## config.mk

```make
export PLATFORM = sky130hd
export DESIGN_NAME = tow_round_judge
export DESIGN_NICKNAME = d
export VERILOG_FILES = /design/src/rtl/tow_pkg.sv /design/src/rtl/tow_btn_sync_edge.sv /design/src/rtl/tow_round_judge.sv
export SDC_FILE = /design/constraint.sdc
export NUM_CORES = 1
export LEC_CHECK = 0
export BUFFER_PORTS_ARGS = -buffer_cell sky130_fd_sc_hd__buf_2
export CORE_ASPECT_RATIO = 0.7
export CORE_UTILIZATION = 45
export CTS_CLUSTER_SIZE = 40
export DETAILED_ROUTE_END_ITERATION = 6
export GPL_TIMING_DRIVEN = 0
export MAX_ROUTING_LAYER = met4
export PLACE_DENSITY = 0.82
export SLEW_MARGIN = 10
export SYNTH_ARGS = -nofsm -noshare
export SYNTH_HDL_FRONTEND = slang
export SYNTH_SLANG_ARGS = --single-unit
```

## constraint.sdc

```tcl
create_clock -name clk -period 4.8 [get_ports clk]
set_clock_uncertainty 0.05 [all_clocks]
set_input_delay 0.24 -clock clk [delete_from_list [all_inputs] [get_ports clk]]
set_output_delay 0.24 -clock clk [all_outputs]
set_load 0.005 [all_outputs]
```

## src/rtl/tow_pkg.sv

```systemverilog
// Constants shared by the tug-of-war controller and the player-side round judge.
package tow_pkg;

  localparam int NUM_LEDS_DEF = 9;

  localparam logic [1:0] LED_ALL   = 2'd0;
  localparam logic [1:0] LED_NONE  = 2'd1;
  localparam logic [1:0] LED_SCORE = 2'd3;

  localparam logic WIN_L = 1'b0;
  localparam logic WIN_R = 1'b1;

endpackage

```

## src/rtl/tow_btn_sync_edge.sv

```systemverilog
// Synchronises one raw asynchronous button and emits a one-cycle pulse on its rising edge.
module tow_btn_sync_edge #(
  parameter int SYNC_STAGES = 2
) (
  input  logic clk,
  input  logic rst,
  input  logic din,
  output logic press
);

  logic [SYNC_STAGES-1:0] sync_q;
  logic                   prev_q;

  always_ff @(posedge clk or posedge rst) begin
    if (rst) begin
      sync_q <= '0;
      prev_q <= 1'b0;
    end else begin
      sync_q <= {sync_q[SYNC_STAGES-2:0], din};
      prev_q <= sync_q[SYNC_STAGES-1];
    end
  end

  assign press = sync_q[SYNC_STAGES-1] & ~prev_q;

endmodule

```

## src/rtl/tow_round_judge.sv

```systemverilog
// Player-side round judge: button conditioning, round decision, rope position and LED bar.
module tow_round_judge
  import tow_pkg::*;
#(
  parameter int NUM_LEDS    = NUM_LEDS_DEF,
  parameter int SYNC_STAGES = 2
) (
  input  logic                        clk,
  input  logic                        rst,
  input  logic                        btn_l,
  input  logic                        btn_r,
  input  logic                        leds_on,
  input  logic                        clear,
  input  logic                        clear_score,
  input  logic                        ready_clr,
  input  logic [1:0]                  leds_ctrl,
  output logic                        winrnd,
  output logic                        endrnd,
  output logic                        ready,
  output logic                        rnd_winner,
  output logic [$clog2(NUM_LEDS)-1:0] pos,
  output logic [NUM_LEDS-1:0]         leds
);

  localparam int            PW   = $clog2(NUM_LEDS);
  localparam logic [PW-1:0] HALF = PW'((NUM_LEDS - 1) / 2);
  localparam logic [PW-1:0] LAST = PW'(NUM_LEDS - 1);

  logic press_l;
  logic press_r;
  logic win_evt;
  logic winner;

  tow_btn_sync_edge #(.SYNC_STAGES(SYNC_STAGES)) u_sync_l (
    .clk   (clk),
    .rst   (rst),
    .din   (btn_l),
    .press (press_l)
  );

  tow_btn_sync_edge #(.SYNC_STAGES(SYNC_STAGES)) u_sync_r (
    .clk   (clk),
    .rst   (rst),
    .din   (btn_r),
    .press (press_r)
  );

  // In the dark phase a press is a false start and hands the round to the opponent.
  always_comb begin
    win_evt = 1'b0;
    winner  = WIN_L;
    if (!clear && !winrnd && (press_l ^ press_r)) begin
      win_evt = 1'b1;
      if (leds_on) winner = press_r ? WIN_R : WIN_L;
      else         winner = press_l ? WIN_R : WIN_L;
    end
  end

  always_ff @(posedge clk or posedge rst) begin
    if (rst) begin
      winrnd     <= 1'b0;
      rnd_winner <= WIN_L;
      pos        <= HALF;
      ready      <= 1'b0;
      leds       <= '1;
    end else begin
      if (clear) begin
        winrnd <= 1'b0;
      end else if (win_evt) begin
        winrnd     <= 1'b1;
        rnd_winner <= winner;
      end

      // Recentring wins over a coincident round result.
      if (clear_score) begin
        pos <= HALF;
      end else if (win_evt) begin
        if (winner == WIN_L && pos != '0)   pos <= pos - 1'b1;
        if (winner == WIN_R && pos != LAST) pos <= pos + 1'b1;
      end

      if (ready_clr)             ready <= 1'b0;
      else if (press_l | press_r) ready <= 1'b1;

      case (leds_ctrl)
        LED_ALL:   leds <= '1;
        LED_SCORE: leds <= NUM_LEDS'(1) << pos;
        default:   leds <= '0;
      endcase
    end
  end

  assign endrnd = (pos == '0) | (pos == LAST);

endmodule

```

Word-level counts from Yosys, hierarchy flattened
Cells that the tools add are included.
Storage, ports and cells
  flip-flop bits (word level): 22
  output and inout bits: 17
  word-level logic and storage cells: 53
Cells by class
  add/subtract/negate cells: 2
  equal/unequal tests: 3
  shifts and indexed selects: 1
  muxes and demuxes: 14
  bitwise logic cells: 9
  reductions and logical operators: 15
Operator list (count)
  one-hot mux 9 bit (2 select lines): 1
  two-way mux 4 bit: 4
  two-way mux 1 bit: 9
  << shifter 1 x 4 -> 9 bit (first input constant): 1
  nonzero test 2 bit: 3
  adder 4 x 1 -> 4 bit (second input constant): 1
  equality test 4 bit (second input constant): 1
  logical AND 1 bit: 4
  logical NOT 4 bit: 1
  inequality test 4 bit (second input constant): 1
  NOT 1 bit: 4
  AND reduction 2 bit: 2
  nonzero test 4 bit: 1
  subtractor 4 x 1 -> 4 bit (second input constant): 1
  nonzero test 3 bit: 1
  AND 1 bit: 2
  equality test 2 bit (second input constant): 1
  logical NOT 1 bit: 2
  logical NOT 2 bit: 1
  bitwise OR 1 bit: 2
  XOR 1 bit: 1

Depth between registers and ports, before layout
  depth after elaboration: 11
  mapped depth: 10
  gate-level depth less buffers: 9

Cells and area by module
From an unflattened synthesis, not the netlist that was laid out.
Unflattened totals
  cell total of the unflattened synthesis: 102
  area, all modules: 1079.8 um^2
Modules (own cells, without submodules)
  tow_round_judge: instances 1, cells each 92, area an instance 894.6 um^2
  tow_btn_sync_edge: instances 2, cells each 5, area an instance 92.6 um^2

Least setup slack after synthesis
Ideal clock, no wire load.
  kind: register to register
  start point: register u_sync_l.prev_q
  end point: register pos[3]
  arrival time: 2206 ps
  required time: 4620 ps
  setup slack: 2414 ps
  stages on the path, launching flop included: 11
  buffers on the path: 1
  clock period less this slack: 2386 ps
  cells stage by stage: dfrtp_1 > nand2b_1 > ha_1 > nand2_1 > clkbuf_1 > a211o_2 > ha_1 > a21oi_1 > nand2_1 > a211oi_1 > o22ai_2
On the way
  longest elaborated chain between the ends: 9
RTL lines
  start: declaration: RTL line tow_btn_sync_edge.sv:12  | logic prev_q;
  start signal: assignment: RTL line tow_btn_sync_edge.sv:20  | prev_q <= sync_q[SYNC_STAGES-1];
  NOT 1 bit (*): RTL line tow_btn_sync_edge.sv:24  | assign press = sync_q[SYNC_STAGES-1] & ~prev_q;
  AND 1 bit (*): RTL line tow_btn_sync_edge.sv:24
  two-way mux 1 bit / XOR 1 bit (equally long branches): RTL line tow_round_judge.sv:55, tow_round_judge.sv:52
  two-way mux 1 bit / logical AND 1 bit (equally long branches): RTL line tow_round_judge.sv:54, tow_round_judge.sv:52
  two-way mux 1 bit: RTL line tow_round_judge.sv:52  | if (!clear && !winrnd && (press_l ^ press_r)) begin
  logical AND 1 bit / NOT 1 bit (equally long branches): RTL line tow_round_judge.sv:79, tow_round_judge.sv:78
  two-way mux 4 bit / logical AND 1 bit (equally long branches): RTL line tow_round_judge.sv:79, tow_round_judge.sv:78
  two-way mux 4 bit / nonzero test 3 bit (equally long branches)
  two-way mux 4 bit / AND reduction 2 bit (equally long branches)
  end signal: assignment: RTL line tow_round_judge.sv:78  | if (winner == WIN_L && pos != '0) pos <= pos - 1'b1;
  end signal: assignment: RTL line tow_round_judge.sv:79  | if (winner == WIN_R && pos != LAST) pos <= pos + 1'b1;
  end: declaration: RTL line tow_round_judge.sv:21  | output logic [$clog2(NUM_LEDS)-1:0] pos,
Mark *: on every way between the ends. The rest lies on a longest branch, timed or not. The select of a mux whose other input is x is not followed.
A chain may end at the register's enable or synchronous reset.

Final worst setup path
Ends and elaborated chain as after synthesis.

==> out/qor.txt <==
outcome -> finished, final reports clean
initial DRC count -> 31
Setup Fix Bufs, Post-CTS -> 0
Net Sw Frac -> 27.3%
CP Capture Type -> flop
Synth top area share -> 28.8%
CTS Hold Bufs -> 2
Setup Viol. Count Final -> 0
share of cells above drive strength 1 -> 34.8%
Final period util -> 57.0%
Reg2Reg Launch Point -> u_sync_l.prev_q
Mapped Cells -> 99
GR Util met3 -> 6.17%
cell area after layout -> 1270 sq um
placed cell count -> 157
power density cells -> 286 nW/um^2
post-synthesis average cell area -> 10.5 sq um
Area growth syn-to-layout -> 21.8%
Cell Area, Synth -> 1040 sq um
Sequential Power Share -> 57.7%
HP Class -> in -> async
max_cap viols -> 0
met1 GRT Util -> 23.4%
synth warn -> 0
first-pass GRT wire length -> 3190 microns
number of synthesized register bits -> 22
gr busiest metal -> met2
Die ar. -> 2510 sq um
distinct cell type count after synthesis -> 30
Routed wire per std cell -> 12.1 microns
maximum clock path buffer count -> 2
DP Area -> 1210 sq um
CTS clk-pin slew, worst paths -> 110 ps
post-cts resize count -> 0
GP Congestion -> 0.947
worst r2r path cells -> 10
FF-to-FF End -> pos[3]
fin crit period -> 2740 ps
Gate power share -> 18.6%
ranking of synthesized cells by area -> dfrtp_1 (29%), dfstp_2 (25%), ha_1 (6.0%)
P_int -> 264 uW
total CTS buffers -> 3
initial antenna violation count -> 0
H-tree depth -> 1
CP required -> 4940 ps
DRC Markers -> 0
FFs w/ async S/R, synth -> 100%
IO Pins -> 27
register area share after synthesis -> 54.1%
f_max -> 365 MHz
Die Wd -> 59.5 microns
largest net degree at the start of global routing -> 23
Die H -> 42.2 microns
commonest cells in the netlist -> nor2_1 (16), dfrtp_1 (12), a21oi_1 (10), dfstp_2 (10), inv_1 (7)
Starting Density -> 47.9%
P_sw -> 99.1 uW
post-route antenna net violation count -> 0
Clock Sink Count -> 22
fin cells -> 164
ys flop type -> dfrtp_1
RSZ-0062 raised after global routing -> no
WL final -> 1980 microns
number of synthesized flops with an enable pin -> 0
CP Data Arrival Time -> 2880 ps
root buffer cell -> clkbuf_4
crit-path max FO -> 10
vias in the first global route -> 713
area leader, netlist -> dfrtp_1
count leader, synth -> nor2_1
Diodes inserted -> 0
later-pin clock latency in the skew report -> 300 ps
I/O Buffers -> 26
first-pass iteration count of the detailed router -> 6
setup_tns -> 0 ps
Slew Limit Fails -> 0
nets@finish -> 149
vias per cell -> 4.99
flop2flop setup slack -> 2060 ps
slew at the pin closest to its max-slew limit -> 827 ps
met2 Usage GRT -> 26.3%
final hold vios -> 0
CP Class -> reg -> reg
TritonCTS clock tree -> yes
hpwl dp -> 1490 microns
gr usage total -> 17.9%
clock power share -> 23.7%
peak supply drop -> 0.000187 V
leakage power -> 0.626 nW
Core Footprint -> 2170 sq um
Syn Nets -> 115
gr ovfl total -> 0
CP Launch Type -> flop
row count -> 14
total number of vias -> 819
slew margin rel. -> 44.8%
[critical path, stage by stage, from the launching register on]
cell and delay (ps):
dfrtp_1 400, nand2b_1 150, ha_1 310, nand2_1 70, clkbuf_1 210, a211o_2 350, ha_1 330, a21oi_1 220
nand2_1 110, a211oi_1 290, o22ai_2 140
[metal layers]
layer / share of wire, % / up-vias
met5: 0 / -
met4: 0.45 / 0
met3: 4.2 / 2
met2: 48 / 22
met1: 47 / 392
li1: - / 403
[cells in the final DEF (no fill, tap or decap), types with 4 or more instances in the layout]
master   Yosys  final
nor2_1      16     16
dfstp_2     10     10
buf_2        1     27
or3_1        4      4
ha_1         5      5
dfrtp_1     12     12
inv_1        7      7
a21oi_1     10     10
o21ai_0      4      4
[per-stage QoR]
stage	worst slack, ps	utilization (%)	hold WS [ps]	power (mW)
2_1_floorplan	2410	-	172	0.253
4_1_cts	2090	57.9	5.71	0.367
3_5_place_dp	2120	55.8	290	0.278
5_1_grt	1950	58.4	18.8	0.384
6_report	2060	58.4	32.0	0.363
3_3_place_gp	2240	55.8	281	0.274
[kinds of logic (layout without fill, tap and decap cells)]
family,count (synthesis),in the layout,synth area share (%)
AOI/OAI and AO/OA,23,23,13.9
xor gates and xnor gates,1,1,0.841
adders and majority gates,6,6,7.93
buffers and inverters,12,45,4.45
DFF,22,22,54.1
muxes,1,1,1.08
and+or+nand+nor,34,34,17.7
[state kept, by name (all words and copies together), names as in the netlist]
signal           flops
ready                1
u_sync_l.prev_q      1
u_sync_l.sync_q      2
u_sync_r.prev_q      1
winrnd               1
u_sync_r.sync_q      2
leds                 9
rnd_winner           1
pos                  4
[final cells by class]
class | count | area, sq um
sequential | 22 | 563
fill | 185 | 905
clock buffer | 4 | 26.3
timing repair buffer | 29 | 160
tap | 32 | 40.0
buffer | 4 | 16.3
multi-input combinational | 65 | 432
inverter | 8 | 30.0
[worst max-delay path by stage]
stage	start	to	slack (ps)	cells after the start
3_5_place_dp	u_sync_l.prev_q	pos[3]	2120	10
4_1_cts	u_sync_l.prev_q	pos[3]	2090	10
5_1_grt	u_sync_l.prev_q	pos[3]	1950	10
2_1_floorplan	u_sync_l.prev_q	pos[3]	2410	10
6_report	u_sync_l.prev_q	pos[3]	2060	10
3_3_place_gp	u_sync_l.prev_q	pos[3]	2240	10
[power by group through the flow]
stage / clock network, mW / registers [mW] / logic, mW
3_3_place_gp: 0 / 0.212 / 0.0625
5_1_grt: 0.0966 / 0.212 / 0.0756
4_1_cts: 0.0900 / 0.210 / 0.0668
2_1_floorplan: 0 / 0.213 / 0.0400
6_report: 0.0859 / 0.210 / 0.0676
3_5_place_dp: 0 / 0.213 / 0.0650
Power figures use the tool's default switching activity.
